===== config.mk =====
export PLATFORM = sky130hd
export DESIGN_NAME = lspc_vram_cpu_port
export DESIGN_NICKNAME = d
export VERILOG_FILES = /design/src/rtl/lspc_vram_cpu_port.sv
export SDC_FILE = /design/constraint.sdc
export NUM_CORES = 1
export LEC_CHECK = 0
export BUFFER_PORTS_ARGS = -buffer_cell sky130_fd_sc_hd__clkbuf_2
export CORE_MARGIN = 3
export CORE_UTILIZATION = 55
export DETAILED_ROUTE_END_ITERATION = 7
export PLACE_DENSITY = 0.8
export SETUP_SLACK_MARGIN = 0.2
export SYNTH_ARGS = -nofsm -noshare
export SYNTH_HDL_FRONTEND = slang
export SYNTH_SLANG_ARGS = --single-unit

===== constraint.sdc =====
create_clock -name CLK_24M -period 2.6 [get_ports CLK_24M]
set_clock_uncertainty 0.1 [all_clocks]
set_input_delay 0.52 -clock CLK_24M [delete_from_list [all_inputs] [get_ports CLK_24M]]
set_output_delay 0.52 -clock CLK_24M [all_outputs]
set_load 0.03 [all_outputs]

===== src/rtl/lspc_vram_cpu_port.sv =====
`default_nettype none
// ============================================================================
//  Module   : lspc_vram_cpu_port
//  Purpose  : CPU-side initiator for LSPC VRAM accesses. Holds VRAMADDR,
//             VRAMRW and VRAMMOD, issues write requests and prefetch reads
//             toward the fast/slow VRAM cycle logic, and steps the address
//             by the signed modulo after each completed write.
//  Revision : 1.0 - initial release
// ============================================================================
module lspc_vram_cpu_port (
  input  logic        CLK_24M,
  input  logic        RESETP,
  input  logic        CPU_WR_STB,
  input  logic        CPU_RD_STB,
  input  logic [1:0]  CPU_REG_SEL,
  input  logic [15:0] CPU_DATA_IN,
  output logic [15:0] CPU_DATA_OUT,
  output logic        CPU_BUSY,
  output logic        OVERRUN,
  output logic        nVRAM_WRITE_REQ,
  output logic [15:0] VRAM_ADDR,
  output logic [15:0] VRAM_WRITE,
  output logic        REG_VRAMADDR_MSB,
  input  logic        VRAM_WR_ACK,
  output logic        VRAM_RD_REQ,
  input  logic        VRAM_RD_ACK,
  input  logic [15:0] VRAM_RD_DATA
);

  localparam logic [1:0] SEL_ADDR = 2'd0;
  localparam logic [1:0] SEL_RW   = 2'd1;
  localparam logic [1:0] SEL_MOD  = 2'd2;

  typedef enum logic [1:0] {
    ST_IDLE    = 2'd0,
    ST_WR_PEND = 2'd1,
    ST_RD_PEND = 2'd2
  } state_t;

  state_t      state, state_nx;

  logic [15:0] addr, addr_nx;
  logic [15:0] mod, mod_nx;
  logic [15:0] prefetch, prefetch_nx;
  logic [15:0] wdata, wdata_nx;
  logic [1:0]  slot_sel, slot_sel_nx;
  logic [15:0] slot_data, slot_data_nx;
  logic        slot_full, slot_full_nx;
  logic        overrun, overrun_nx;

  // Command being executed this cycle (only meaningful in IDLE).
  logic        cmd_valid;
  logic [1:0]  cmd_sel;
  logic [15:0] cmd_data;

  // This port exposes no prefetch-consumed flag, so the read strobe is
  // accepted and deliberately left without effect.
  logic unused_rd_stb;
  assign unused_rd_stb = CPU_RD_STB;

  // State and register file update; reset discards all pending work.
  always_ff @(posedge CLK_24M) begin
    if (!RESETP) begin
      state     <= ST_IDLE;
      addr      <= 16'h0000;
      mod       <= 16'h0000;
      prefetch  <= 16'h0000;
      wdata     <= 16'h0000;
      slot_sel  <= 2'd0;
      slot_data <= 16'h0000;
      slot_full <= 1'b0;
      overrun   <= 1'b0;
    end else begin
      state     <= state_nx;
      addr      <= addr_nx;
      mod       <= mod_nx;
      prefetch  <= prefetch_nx;
      wdata     <= wdata_nx;
      slot_sel  <= slot_sel_nx;
      slot_data <= slot_data_nx;
      slot_full <= slot_full_nx;
      overrun   <= overrun_nx;
    end
  end

  // Next-state: command dispatch in IDLE, ack handling in the pending
  // states, and holding-slot capture of strobes that cannot run now.
  always_comb begin
    state_nx     = state;
    addr_nx      = addr;
    mod_nx       = mod;
    prefetch_nx  = prefetch;
    wdata_nx     = wdata;
    slot_sel_nx  = slot_sel;
    slot_data_nx = slot_data;
    slot_full_nx = slot_full;
    overrun_nx   = overrun;
    cmd_valid    = 1'b0;
    cmd_sel      = slot_sel;
    cmd_data     = slot_data;

    case (state)
      ST_IDLE: begin
        if (slot_full) begin
          // Drain the slot first; a strobe arriving now refills it so
          // ordering between buffered and fresh writes is preserved.
          cmd_valid    = 1'b1;
          slot_full_nx = 1'b0;
          if (CPU_WR_STB) begin
            slot_sel_nx  = CPU_REG_SEL;
            slot_data_nx = CPU_DATA_IN;
            slot_full_nx = 1'b1;
          end
        end else if (CPU_WR_STB) begin
          cmd_valid = 1'b1;
          cmd_sel   = CPU_REG_SEL;
          cmd_data  = CPU_DATA_IN;
        end

        if (cmd_valid) begin
          case (cmd_sel)
            SEL_ADDR: begin
              addr_nx  = cmd_data;
              state_nx = ST_RD_PEND;
            end
            SEL_RW: begin
              wdata_nx = cmd_data;
              state_nx = ST_WR_PEND;
            end
            SEL_MOD: begin
              mod_nx = cmd_data;
            end
            default: begin
            end
          endcase
        end
      end

      ST_WR_PEND: begin
        if (VRAM_WR_ACK) begin
          // Modulo is two's complement; plain 16-bit addition wraps.
          addr_nx  = addr + mod;
          state_nx = ST_RD_PEND;
        end
      end

      ST_RD_PEND: begin
        if (VRAM_RD_ACK) begin
          prefetch_nx = VRAM_RD_DATA;
          state_nx    = ST_IDLE;
        end
      end

      default: begin
        state_nx = ST_IDLE;
      end
    endcase

    // Strobes while busy go to the slot; with the slot occupied they are lost.
    if ((state != ST_IDLE) && CPU_WR_STB) begin
      if (!slot_full) begin
        slot_sel_nx  = CPU_REG_SEL;
        slot_data_nx = CPU_DATA_IN;
        slot_full_nx = 1'b1;
      end else begin
        overrun_nx = 1'b1;
      end
    end
  end

  // Register readback; never stalls.
  always_comb begin
    case (CPU_REG_SEL)
      SEL_ADDR, SEL_RW: CPU_DATA_OUT = prefetch;
      SEL_MOD:          CPU_DATA_OUT = mod;
      default:          CPU_DATA_OUT = 16'h0000;
    endcase
  end

  assign nVRAM_WRITE_REQ  = (state != ST_WR_PEND);
  assign VRAM_RD_REQ      = (state == ST_RD_PEND);
  assign VRAM_ADDR        = addr;
  assign VRAM_WRITE       = wdata;
  assign REG_VRAMADDR_MSB = addr[15];
  assign CPU_BUSY         = (state != ST_IDLE) || slot_full;
  assign OVERRUN          = overrun;

endmodule
`default_nettype wire

-- Word-level counts from Yosys, hierarchy flattened
Cells that the tools add are included.
- flip-flop bits (word level): 86
- input bits: 40
- add/sub/neg operators: 1
- equal/unequal tests: 12
- muxes and demuxes: 30
- reductions and logical operators: 14
- operator list (kind ; number):
    $mux 16 ; 9
    $pmux 16 s2 ; 2
    $mux 2 ; 10
    $add 16x16->16 ; 1
    $reduce_and 4->1 ; 2
    $mux 1 ; 7
    $eq 2x1->1 const B ; 3
    $eq 2x2->1 const B ; 3
    $logic_not 2->1 ; 3
    $ne 2x1->1 const B ; 3
    $pmux 2 s3 ; 1
    $reduce_and 3->1 ; 2
    $ne 2x2->1 const B ; 2
    $pmux 2 s2 ; 1
    $reduce_and 2->1 ; 2
    $reduce_bool 2->1 ; 2
    $ne 3x1->1 const B ; 1
    $reduce_or 2->1 ; 1
    $logic_and 1x1->1 ; 1
    $logic_or 1x1->1 ; 1

-- Logic depth before layout (Yosys ltp)
- word-level depth: 7
- gate-level depth with buffers: 9
- depth with buffers taken out: 9

-- Worst setup path after synthesis
No wires, ideal clock.
- path type: flip-flop to flip-flop
- start point: register addr[0], in the netlist VRAM_ADDR[0]
- end point: register addr[14], in the netlist VRAM_ADDR[14]
- library setup time: 0.114 ns
- arrival time: 2.269 ns
- slack: 0.117 ns
- cell stages (with the launch flop): 10
- period minus slack after synthesis: 2.483 ns
- cell sequence: dfxtp_1 -> ha_1 -> fa_1 -> a211oi_1 -> o211ai_1 -> nand3_1 -> o21ai_0 -> nor4_1 -> nor3_1 -> a21o_1
- longest elaborated chain between the ends: 3
- RTL lines (item ; RTL line ; source):
    start, declared ; 42 ; logic [15:0] addr, addr_nx;
    start signal, assigned ; 75 ; addr <= addr_nx;
    $add 16x16->16 ; 142 ; addr_nx = addr + mod;
    $mux 16 ; 140 ; if (VRAM_WR_ACK) begin
    $pmux 16 s2 ; 102 ; case (state)
No other way between the ends. The select of a mux whose other input is x is not followed.
A chain may end at the register's enable or synchronous reset.

-- Worst setup path in the final report
- start point: register mod[0]
- end point: register addr[14], in the netlist VRAM_ADDR[14]
- longest elaborated chain between the ends: 3
- RTL lines (item ; RTL line ; source):
    start, declared ; 43 ; logic [15:0] mod, mod_nx;
    start signal, assigned ; 76 ; mod <= mod_nx;
    $add 16x16->16 ; 142 ;
    $mux 16 ; 140 ;
    $pmux 16 s2 ; 102 ;
No other way between the ends. The select of a mux whose other input is x is not followed.

==> qor.yml <==
grt:
  grt_use_total_pct: 23.5
  grt_pass1_vias: 3834
  antenna_found_initial: 0
  grt_remaining_overflow: 0
  grt_max_degree: 35
  grt_pass1_wl_mm: 18.5
power_and_ir_drop:
  seqPwrFrac_pct: 47.6
  leakage_nw: 2.76
  swShare_pct: 34.3
  clock_power_share_pct: 27.5
  combPwrFrac_pct: 24.8
  p_per_area_nw_per_um2: 575
  p_int_w: 0.00206
  vdd_drop_max_mv: 0.329
  switchingPower_w: 0.00108
worst_setup_path:
  crit_required_ns: 2.76
  cp.arrival_ns: 2.49
  critical-path-slowest-cell: "fa_2"
  crit_fanout: 3
  crit_path_end_kind: "register"
  worstPathCellList: "ha_2, fa_2, a211oi_4, o211ai_1, nand3_1, o21ai_0, nor4_1, nor3_1, a21o_1"
  cp_slowest_stage_delay_ns: 0.40
  worst_setup_path_start_kind: "register"
  worstSetupPathType: "reg2reg"
timing:
  relSlewSlack_pct: 64.6
  rsz0062_at_grt: "false"
  hold_viol: 0
  max_freq_mhz: 430
  fin_crit_sh_pct: 89.5
  maxSlewViolCount: 0
  tightest_slew_ns: 0.531
  fin_crit_ns: 2.33
  final-setup-viol-count: 0
  worst_hold_slack_ns: 0.269
  fin_tns_setup_ns: 0
place:
  place_hpwl_mm: 8.53
  io_buffer_count: 91
  place_congestion: 0.900
clocking:
  htreeDepth: 3
  clock_latency_ns: 0.37
  clockRootBuffer: "clkbuf_8"
  cts_tree: "done"
  clockBufferDepth: 2
  cts.sinks: 86
  cts_hold_buf: 0
  cts_inserted_buffers: 9
  clk_pin_slew_ns: 0.09
yosys:
  yosysSeqAreaShare_pct: 36.8
  syn-num-nets: 600
  synth_area_um2: 4680
  syn_area_per_cell_um2: 8.60
  async_flop_share_pct: 0
  ys_types: 59
  synth-main-ff-cell: "dfxtp_1"
  syn_inst: 544
  synth_warnings: 0
  ys_ff_latch: 86
  synth_enable_flop_cells: 0
routing:
  wl_mm: 11.4
  vias: 4200
  drc: 0
  first_iter_violations: 170
  postRouteAntennaNets: 0
  dr.pass1.iters: 4
  vias_per_cell: 5.70
  wire_per_inst_um: 15.5
status:
  status: "finished, final reports clean"
die:
  core_area_um2: 8260
  initial_core_util_pct: 56.7
  die_area_um2: 9650
  fp.dieH_um: 98.2
  die_width_um: 98.2
  rows: 33
  pin_count: 93
layout:
  drive_gt1_share_pct: 25.8
  final_cell_mix: "124 x nand2_1, 91 x clkbuf_2, 85 x dfxtp_1"
  area_delta_synth_final_pct: 16.4
  final_util_pct: 66.0
  final_nets: 683
  final_common_cell: "nand2_1"
  antenna_cells: 0
flow_run:
  cap_violations: 0
min_path:
  hold_class: "in2reg"
==> worst max-delay path, delay by kind of cell, from the launching register on <==
kind	cells	cell delay [ns]
AOI/OAI and AO/OA	4	0.73
adders and majority gates	2	0.59
and+or+nand+nor	3	0.44
DFF	1	0.34
==> through the flow <==
stage / setup WS (ns) / cell area [um2] / power (W) / cells
2_1_floorplan: 0.247 / 4680 / 0.00208 / 544
3_3_place_gp: 0.174 / 5220 / 0.00227 / 718
3_5_place_dp: 0.157 / 5220 / 0.00229 / 718
4_1_cts: 0.232 / 5390 / 0.00314 / 734
5_1_grt: 0.193 / 5450 / 0.00329 / 737
6_report: 0.272 / 5450 / 0.00313 / 737
==> state kept, by name (all words and copies together) (netlist names) <==
register and flops:
OVERRUN 1, slot_data 16, VRAM_WRITE 16, slot_sel 2, state 2, VRAM_ADDR 16, slot_full 1, mod 16
prefetch 16
==> final timing paths <==
check / endpoint / start / cells after the start / slack (ns)
setup / recovery: VRAM_ADDR[14]$_SDFFE_PN0P_ / mod[0]$_SDFFE_PN0P_ / 9 / 0.27
hold / removal: prefetch[14]$_SDFFE_PN0P_ / VRAM_RD_DATA[14] / 3 / 0.27
setup reg to reg: VRAM_ADDR[14]$_SDFFE_PN0P_ / mod[0]$_SDFFE_PN0P_ / 9 / 0.27
hold reg to reg: slot_data[11]$_SDFF_PN0_ / slot_data[11]$_SDFF_PN0_ / 2 / 0.36
==> synth_stat cells (3+ instances only) <==
master,n,area (um2)
a211oi_1,3,22.5
a21boi_0,22,165
a21boi_1,14,105
a21o_1,9,67.6
a21oi_1,15,75.1
a21oi_2,3,26.3
a31o_2,17,149
and3_1,5,31.3
buf_2,10,50.1
buf_4,3,22.5
buf_6,3,33.8
clkbuf_1,20,75.1
dfxtp_1,86,1720
ha_1,15,188
mux2i_1,21,210
nand2_1,124,465
nand2b_1,9,56.3
nand3_1,7,35.0
nand4b_1,3,26.3
nor2_1,12,45.0
nor2b_1,27,169
o2111ai_1,5,43.8
o211a_1,34,340
o211ai_1,3,22.5
o21a_1,3,22.5
o21ai_0,11,55.1
o21ai_1,9,45.0
o22ai_1,3,18.8
xnor2_1,5,43.8
xor2_1,3,26.3
==> what timing repair did <==
item / 4_1_cts / 5_1_grt
setup endpoints to repair: 1 / 5
pin swaps: 1 / 5
resized for setup: 1 / 5
hold endpoints to repair: 0 / 0
buffers inserted: 0 / 3
==> cell type report <==
class	count	area [um2]
Tap cell	105	131
Clock inverter	6	45.0
Timing Repair Buffer	111	618
Fill cell	713	2810
Sequential cell	86	1720
Inverter	4	15.0
Clock buffer	10	128
Multi-Input combinational cell	415	2790
==> power groups by stage <==
stage	logic [W]	registers, W	clock network [W]
after CTS	0.000775	0.00149	0.000875
after floorplan	0.000500	0.00158	0
after global placement	0.000755	0.00152	0
final	0.000778	0.00149	0.000863
after global routing	0.000849	0.00151	0.000940
after detailed placement	0.000772	0.00152	0
==> cell families after synthesis <==
logic type,count (synthesis),synth area share [%]
compound gates,161,26.7
xor+xnor,8,1.50
fa+ha+maj,16,4.44
buf+inv,43,4.47
flops,86,36.8
mux,23,5.03
simple gates,207,21.0
==> per-layer routing <==
layer / share of wire, % / up-vias / track usage (%)
li1: - / 2101 / -
met2: 48 / 86 / 38.8
met1: 46 / 1999 / 31.3
met4: 1.7 / 0 / 7.14
met5: 0 / - / 0
met3: 4.2 / 14 / 4.36
Power figures use the tool's default switching activity.
